**src/rtl/uart_tx_control_module.sv**
```systemverilog
// ---------------------------------------------------------------------------
// uart_tx_control_module
//
// Byte-serial UART transmitter. Bytes arrive over a valid/ready handshake
// into a one-entry holding register and are sent LSB first as 8N1 frames.
// A frame can also be 8E1/8O1. An internal divider sets the bit timing.
//
// Optional feature macro: UART_TX_PARITY_EN
//   When it is defined, a parity bit follows the data bits. PARITY_ODD picks
//   odd or even parity. When it is not defined, frames are 8N1 and
//   PARITY_ODD has no effect.
//
// Parameters:
//   BPS_DIV    clocks per bit period (>= 2)
//   STOP_BITS  number of stop bits (1 or 2)
//   PARITY_ODD 1 = odd parity, 0 = even parity
//
// Ports:
//   clk          system clock, rising edge
//   rst          synchronous reset, active-high
//   tx_en_sig    permits new frames to start; a frame already started
//                always completes
//   tx_valid     tx_data is valid this cycle
//   tx_data      byte to send
//   tx_ready     holding register is empty (forced low while rst is high)
//   tx_pin_out   registered serial line, idles high
//   tx_busy      high from START entry until the end of the final stop bit
//   tx_done_sig  one-cycle pulse in the first IDLE cycle after STOP
// ---------------------------------------------------------------------------
module uart_tx_control_module #(
  parameter int BPS_DIV    = 434,
  parameter int STOP_BITS  = 1,
  parameter int PARITY_ODD = 0
) (
  input  logic       clk,
  input  logic       rst,
  input  logic       tx_en_sig,
  input  logic       tx_valid,
  input  logic [7:0] tx_data,
  output logic       tx_ready,
  output logic       tx_pin_out,
  output logic       tx_busy,
  output logic       tx_done_sig
);

  localparam int            TW         = $clog2(BPS_DIV);
  localparam logic [TW-1:0] TIMER_LAST = TW'(BPS_DIV - 1);
  localparam logic          STOP_LAST  = 1'(STOP_BITS - 1);

  typedef enum logic [2:0] {
    IDLE,
    START,
    DATA,
`ifdef UART_TX_PARITY_EN
    PARITY,
`endif
    STOP
  } state_t;

  state_t        state_reg, state_next;
  logic [TW-1:0] timer_reg, timer_next;
  logic [2:0]    bit_idx_reg, bit_idx_next;
  logic          stop_idx_reg, stop_idx_next;
  logic [7:0]    shift_reg, shift_next;
  logic [7:0]    hold_data_reg, hold_data_next;
  logic          hold_full_reg, hold_full_next;
  logic          pin_reg, pin_next;
  logic          busy_reg;
  logic          done_reg;
  logic          timer_last;

`ifdef UART_TX_PARITY_EN
  logic          parity_reg, parity_next;
`else
  logic          unused_parity_cfg;
  assign unused_parity_cfg = (PARITY_ODD != 0);
`endif

  assign timer_last = (timer_reg == TIMER_LAST);

  always_comb begin
    state_next     = state_reg;
    timer_next     = timer_reg + TW'(1);
    bit_idx_next   = bit_idx_reg;
    stop_idx_next  = stop_idx_reg;
    shift_next     = shift_reg;
    hold_data_next = hold_data_reg;
    hold_full_next = hold_full_reg;
    pin_next       = 1'b1;
`ifdef UART_TX_PARITY_EN
    parity_next    = parity_reg;
`endif

    case (state_reg)
      IDLE: begin
        timer_next = '0;
        if (hold_full_reg && tx_en_sig) begin
          shift_next     = hold_data_reg;
          hold_full_next = 1'b0;
`ifdef UART_TX_PARITY_EN
          // XOR of the data plus the odd flag gives odd parity when set
          parity_next    = (^hold_data_reg) ^ (PARITY_ODD != 0);
`endif
          state_next     = START;
        end
      end
      START: begin
        if (timer_last) begin
          timer_next   = '0;
          bit_idx_next = 3'd0;
          state_next   = DATA;
        end
      end
      DATA: begin
        if (timer_last) begin
          timer_next = '0;
          shift_next = {1'b0, shift_reg[7:1]};
          if (bit_idx_reg == 3'd7) begin
            stop_idx_next = 1'b0;
`ifdef UART_TX_PARITY_EN
            state_next    = PARITY;
`else
            state_next    = STOP;
`endif
          end else begin
            bit_idx_next = bit_idx_reg + 3'd1;
          end
        end
      end
`ifdef UART_TX_PARITY_EN
      PARITY: begin
        if (timer_last) begin
          timer_next    = '0;
          stop_idx_next = 1'b0;
          state_next    = STOP;
        end
      end
`endif
      STOP: begin
        // The bit timer only spans one bit, so a second stop bit is
        // counted separately.
        if (timer_last) begin
          timer_next = '0;
          if (stop_idx_reg == STOP_LAST) begin
            state_next = IDLE;
          end else begin
            stop_idx_next = stop_idx_reg + 1'b1;
          end
        end
      end
      default: begin
        state_next = IDLE;
      end
    endcase

    // A launch needs a full buffer and an accept needs an empty one, so
    // these two updates never collide.
    if (tx_valid && !hold_full_reg) begin
      hold_full_next = 1'b1;
      hold_data_next = tx_data;
    end

    // The line register follows the state being entered, so the pin and
    // the FSM state always refer to the same cycle.
    case (state_next)
      START:   pin_next = 1'b0;
      DATA:    pin_next = shift_next[0];
`ifdef UART_TX_PARITY_EN
      PARITY:  pin_next = parity_reg;
`endif
      default: pin_next = 1'b1;
    endcase
  end

  always_ff @(posedge clk) begin
    if (rst) begin
      state_reg     <= IDLE;
      timer_reg     <= '0;
      bit_idx_reg   <= 3'd0;
      stop_idx_reg  <= 1'b0;
      shift_reg     <= 8'd0;
      hold_data_reg <= 8'd0;
      hold_full_reg <= 1'b0;
      pin_reg       <= 1'b1;
      busy_reg      <= 1'b0;
      done_reg      <= 1'b0;
`ifdef UART_TX_PARITY_EN
      parity_reg    <= 1'b0;
`endif
    end else begin
      state_reg     <= state_next;
      timer_reg     <= timer_next;
      bit_idx_reg   <= bit_idx_next;
      stop_idx_reg  <= stop_idx_next;
      shift_reg     <= shift_next;
      hold_data_reg <= hold_data_next;
      hold_full_reg <= hold_full_next;
      pin_reg       <= pin_next;
      busy_reg      <= (state_next != IDLE);
      done_reg      <= (state_reg == STOP) && (state_next == IDLE);
`ifdef UART_TX_PARITY_EN
      parity_reg    <= parity_next;
`endif
    end
  end

  // While rst is high the buffer is about to be cleared, so nothing is
  // offered to the upstream side.
  assign tx_ready    = !hold_full_reg && !rst;
  assign tx_pin_out  = pin_reg;
  assign tx_busy     = busy_reg;
  assign tx_done_sig = done_reg;

endmodule
```
**config.mk**
```make
export PLATFORM = sky130hd
export DESIGN_NAME = uart_tx_control_module
export DESIGN_NICKNAME = d
export VERILOG_FILES = /design/src/rtl/uart_tx_control_module.sv
export SDC_FILE = /design/constraint.sdc
export NUM_CORES = 1
export LEC_CHECK = 0
export CORE_ASPECT_RATIO = 2
export CORE_MARGIN = 1.5
export CORE_UTILIZATION = 50
export CTS_CLUSTER_DIAMETER = 200
export DETAILED_ROUTE_END_ITERATION = 10
export HOLD_SLACK_MARGIN = 0.15
export PLACE_DENSITY = 0.74
export SLEW_MARGIN = 20
export SYNTH_ARGS = -nofsm -noshare
export SYNTH_HDL_FRONTEND = slang
export SYNTH_SLANG_ARGS = --single-unit
```
**constraint.sdc**
```tcl
create_clock -name clk -period 2 [get_ports clk]
set_input_delay 0.4 -clock clk [delete_from_list [all_inputs] [get_ports clk]]
set_output_delay 0.4 -clock clk [all_outputs]
set_load 0.05 [all_outputs]
```
==> results of run 1 <==
==> critical path: stages (launching register included) <==
cell and delay [ps]:
dfxtp_4 360, ha_4 160, ha_4 150, or3b_4 400, a2111oi_4 480, mux2i_1 250
nor2_1 60
==> what timing repair did <==
item,in CTS,in global routing
gates resized for setup,0,8
endpoints found under the setup margin,1,3
setup buffers,0,2
gates cloned,0,0
pin swaps,1,8
==> how the worst min path moves through the flow <==
stage	to	depth (start not counted)
3_3_place_gp	shift_reg[7]	2
2_1_floorplan	shift_reg[7]	2
5_1_grt	shift_reg[7]	2
4_1_cts	shift_reg[7]	2
6_report	shift_reg[7]	2
3_5_place_dp	shift_reg[7]	2
==> metrics by stage <==
step	hold WS (ps)	power, mW
floorplan	431	0.803
global placement	442	0.850
detailed placement	455	0.854
CTS	464	1.34
global route	472	1.38
finish	459	1.32
==> kinds of logic after synthesis <==
group | synth area share
buffers and inverters | 0.0446
other | 0.00239
AND/OR/NAND/NOR | 0.209
multiplexers | 0.0573
adder cells (fa/ha/maj) | 0.0318
flip-flops | 0.446
XOR/XNOR | 0.0390
AO/OA/AOI/OAI | 0.170
==> metal layers <==
metal / vias to the layer above / global-route usage / routed length [µm]
met3: 6 / 0.0652 / 93
met4: 0 / 0.128 / 50
met2: 25 / 0.412 / 1920
met1: 603 / 0.190 / 1260
li1: 633 / - / -
met5: - / 0 / 0
==> layout by cell type, fill, tap and decap left out, drive strengths merged, types with 3 or more instances in the layout <==
| cell | n |
|---|---|
| a21oi | 11 |
| nand4 | 4 |
| buf | 9 |
| nand2b | 3 |
| nor2 | 28 |
| dfxtp | 35 |
| clkbuf | 6 |
| nor3 | 4 |
| inv | 6 |
| o21ai | 9 |
| xnor2 | 6 |
| clkdlybuf4s50 | 14 |
| nand2 | 5 |
| a22oi | 6 |
| mux2i | 9 |
| nand3 | 4 |
| ha | 4 |
==> power breakdown <==
part | total (mW) | switching (mW) | internal [mW] | leakage [nW]
clock | 0.485 | 0.242 | 0.243 | 0.0412
sequential | 0.729 | 0.0157 | 0.714 | 0.286
combinational | 0.107 | 0.0520 | 0.0552 | 0.332
total | 1.32 | 0.310 | 1.01 | 0.659
==> area by class of cell <==
type	instances	area, µm²	area share
multi-input combinational	119	828	0.436
clock inverter	2	12.5	0.00659
tap	30	37.5	0.0198
timing repair buffer	23	220	0.116
inverter	6	22.5	0.0119
clock buffer	6	72.6	0.0382
sequential	35	706	0.372
==> run metrics, run 1 <==
clock buffer count from CTS 5; cts-stage hold buffer count 0; die width 42.6 µm; H-tree depth 2; Top Ports 16; dpl cell area 0.00177 mm²; GRT Residual Overflow 0; Final Non-Filler Cells 221; Clock Latency Late Sink 290 ps; Routed Wire Length 3320 µm; WP data arrival between 2000 and 2500 ps; R2R Setup Slk 50 ps; Power Dens Cells 696 mW/mm²; post-synthesis cell area between 0.0015 and 0.002 mm²; synthesized area per cell just over 9 µm²; Worst Skew 5.56 ps; post-route clock period utilization 0.977; RSZ-0062 raised after global routing yes; CTS sink cnt 35; timing-limited maximum frequency 0.512 GHz; Port Buffers 15; Initial Util 0.528; final hold vios 0; top post-synthesis cells by count dfxtp_1, nor2_1, a21oi_1; DR pass1 iterations 5; average via count per standard cell about 5.7; via count approximately 1,300; Starting DRT DRC Count 12; largest net degree at the start of global routing 14; Synth cell types 44; dpl cells about 210; Main synth FF type dfxtp_1; CP Capture Point bit_idx_reg[0]; max reg flops 9; post-synthesis sequential area ratio 0.446; overall routing resource usage 0.216; Synthesized Nets between 150 and 200; Synth Instances between 150 and 200; P&R area growth vs syn 20.9%; worst ir drop on vdd 0.691 mV; post-layout instance area 0.00190 mm²; asr flop ratio synth 0; Yosys top cell area share 0.446; FP Rows 28; min Tclk post-route 1950 ps; CP Max Fanout 5; antenna-violating nets left 0; hpwl dp 2480 µm; FF-to-FF End bit_idx_reg[0]; HP Start hold_data_reg[7]; per-cell routed wire length ~15 µm; LEAKAGE about 0.66 nW; Placer Congestion between 0.7 and 0.8; global-route wire length before repair around 5700 µm; top cells by area, synth dfxtp_1, nor2_1, mux2i_1; vias in the first global route around 1,400; crit end category flop; Die Ht 82.3 µm; Post-synth EDFFs 0; fin util 0.638; Worst EP required 2180 ps; FF-to-FF Start bit_idx_reg[0]; share of cells above drive strength 1 0.141; Critical Path Start Type flop; Final setup viols 0; antenna violations before repair 0; die area 0.00351 mm²; core area roughly 0.0030 mm²; Rel. slew slack 0.667; FF-to-FF path depth 6; Worst Max-Slew Pin Slew 497 ps; count leader, synth dfxtp_1; clk slew on worst S/H paths 70 ps; setup_tns 0 ps; Max clock buf depth 2; YS warnings 0; max-cap violations 0; Ant. Diodes 0; FILL cells 259; kind of critical path flop to flop; FF+latch count, synth 35; CP startpoint bit_idx_reg[0]; DRC 0; outcome finished, final reports clean; Yosys top cell by area dfxtp_1; Final nets between 200 and 250; Min-Delay Path Class flop to flop; clock root buffer clkbuf_8; Final Max Slew Viols 0; CTS tree yes; DP Worst Slack 6.30 ps; Final WS setup 46.1 ps
Note: power is estimated with default switching activity, not from simulation.
==> run 2, diff against run 1 <==
--- a/config.mk
+++ b/config.mk
@@ -7,9 +7,10 @@
 export LEC_CHECK = 0
 export CORE_ASPECT_RATIO = 2
-export CORE_MARGIN = 1.5
+export CORE_MARGIN = 2
 export CORE_UTILIZATION = 50
 export CTS_CLUSTER_DIAMETER = 200
 export DETAILED_ROUTE_END_ITERATION = 10
 export HOLD_SLACK_MARGIN = 0.15
+export MAX_ROUTING_LAYER = met4
 export PLACE_DENSITY = 0.74
 export SLEW_MARGIN = 20
==> constraint.sdc (replaced) <==
create_clock -name clk -period 2 [get_ports clk]
set_input_delay 0.3 -clock clk [delete_from_list [all_inputs] [get_ports clk]]
set_output_delay 0.3 -clock clk [all_outputs]
set_load 0.05 [all_outputs]
==> run 2 against run 1 <==
Compared with the run above:
- clock skew about the same
- register-to-register slack improved by 20 ps
- non-clock buffer count decreased by 1
- clock power increased by 34%
- via count increased by 1.7%
- first-iteration DRC count unchanged
- hold slack improved by 2.0 ps
- largest cell class unchanged
==> run metrics, run 2 (synthesized netlist as in run 1, its figures left out) <==
WP data arrival 2120 ps (about the same); antenna-violating nets left 0 (unchanged); GRT Residual Overflow 0 (unchanged); Final setup viols 0 (unchanged); most frequent cells in the layout dfxtp_1, nor2_1, clkdlybuf4s50_1, a21oi_1, mux2i_1; timing-limited maximum frequency 0.516 GHz (+0.84%); Final Max Slew Viols 0 (unchanged); via count 1,289 (+1.7%); Max clock buf depth 2 (unchanged); Top Ports 16 (unchanged); Starting DRT DRC Count 12 (unchanged); RSZ-0062 raised after global routing yes; DR pass1 iterations 4 (-1); average via count per standard cell 5.86 (+2.2%); Power Dens Cells 775 mW/mm² (+11%); dpl cells 211 (unchanged); overall routing resource usage 0.220 (+0.00438); Die Ht 83.3 µm (+1.2%); clock buffer count from CTS 5 (unchanged); total power draw 1.49 mW (+13%); Port Buffers 15 (unchanged); worst ir drop on vdd 0.694 mV (+0.36%); largest net degree at the start of global routing 12 (-2); setup_tns 0 ps (unchanged); Ant. Diodes 0 (unchanged); CP Max Fanout 5 (unchanged); Clock Latency Late Sink 290 ps (about the same); Final nets 205 (-0.49%); clk slew on worst S/H paths 70 ps (about the same); Final Non-Filler Cells 220 (-0.45%); Worst Skew 5.69 ps (+0.127 ps); antenna violations before repair 0 (unchanged); cts-stage hold buffer count 0 (unchanged); outcome finished, final reports clean; post-route clock period utilization 0.969 (-0.00815); hpwl dp 2550 µm (+2.8%); CTS sink cnt 35 (unchanged); die width 43.6 µm (+2.3%); Routed Wire Length 3430 µm (+3.2%); share of cells above drive strength 1 0.137 (-0.00452); crit end category flop; min Tclk post-route 1940 ps (-16.3 ps); commonest non-fill, non-tap cell in the layout dfxtp_1; FILL cells 270 (+4.2%); final hold vios 0 (unchanged); LEAKAGE 0.674 nW (+2.2%); Placer Congestion 0.846 (+7.4%); FP Rows 28 (unchanged); Worst Max-Slew Pin Slew 581 ps (+84.0 ps); max reg flops 9 (unchanged); Worst EP required 2190 ps (about the same); CTS tree yes; Final WS setup 62.4 ps (+16.3 ps); DRC 0 (unchanged); vias in the first global route 1,371 (+0.73%); core area 0.00298 mm² (unchanged); P&R area growth vs syn 22.2%; Initial Util 0.528 (unchanged); kind of critical path flop to flop; die area 0.00363 mm² (+3.6%); DP Worst Slack -15.4 ps (-21.7 ps); per-cell routed wire length 15.6 µm (+3.6%); Critical Path Start Type flop; Min-Delay Path Class flop to flop; clock root buffer clkbuf_8; Rel. slew slack 0.611 (-0.0568); global-route wire length before repair 5910 µm (+4.4%); H-tree depth 2 (unchanged); max-cap violations 0 (unchanged)
==> run 2: cell types whose count changed in the layout (fill, tap and decap cells not counted), sizes merged <==
cell      before  now
buf            9    8
bufinv         0    1
clkinvlp       1    0
==> run 2: power breakdown <==
part	switching (mW)	total (mW)	leakage (nW)	internal, mW
registers	0.0156	0.731	0.285	0.715
clock network	0.248	0.651	0.0612	0.403
logic	0.0523	0.106	0.328	0.0536
==> run 2: area by class of cell <==
cell class,count,area (µm²),share of cell area
Clock buffer,6,82.6,0.0430
Clock inverter,2,35.0,0.0182
Inverter,6,22.5,0.0117
Multi-Input combinational cell,119,828,0.431
Sequential cell,35,702,0.365
Tap cell,30,37.5,0.0195
Timing Repair Buffer,22,213,0.111
==> run 2: worst paths after layout <==
| path | end | slack (ps) | cells past startpoint | startpoint |
|---|---|---|---|---|
| worst max-delay path | bit_idx_reg[0] | 60 | 6 | bit_idx_reg[0] |
| worst min-delay path | shift_reg[7] | 460 | 2 | hold_data_reg[7] |
| worst max register to register | bit_idx_reg[0] | 60 | 6 | bit_idx_reg[0] |
| worst min register to register | shift_reg[7] | 460 | 2 | hold_data_reg[7] |
==> run 2: per-layer routing <==
metal / vias up / part of all wire / global-route usage
li1: 633 / - / -
met1: 611 / 0.36 / 0.194
met2: 30 / 0.57 / 0.386
met3: 15 / 0.029 / 0.0478
met4: 0 / 0.047 / 0.152
met5: - / 0 / -
==> run 2: timing repair <==
action,CTS,global route
pin swaps,1,3
setup endpoints to repair,3,3
setup buffers,0,1
gates resized for setup,0,6
==> run 2: worst max-delay path, cell delays in order (launching register included) <==
cell	delay (ps)
dfxtp_2	350
ha_4	170
ha_4	150
or3b_4	400
a2111oi_4	460
mux2i_1	240
nor2_1	60
==> run 2: through the flow <==
stage               hold slack (ps)  utilization  cell area (µm²)
global route                    502        0.645             1920
floorplan                       431            -             1570
global placement                447        0.593             1770
finish                          461        0.645             1920
CTS                             460        0.633             1880
detailed placement              451        0.593             1770
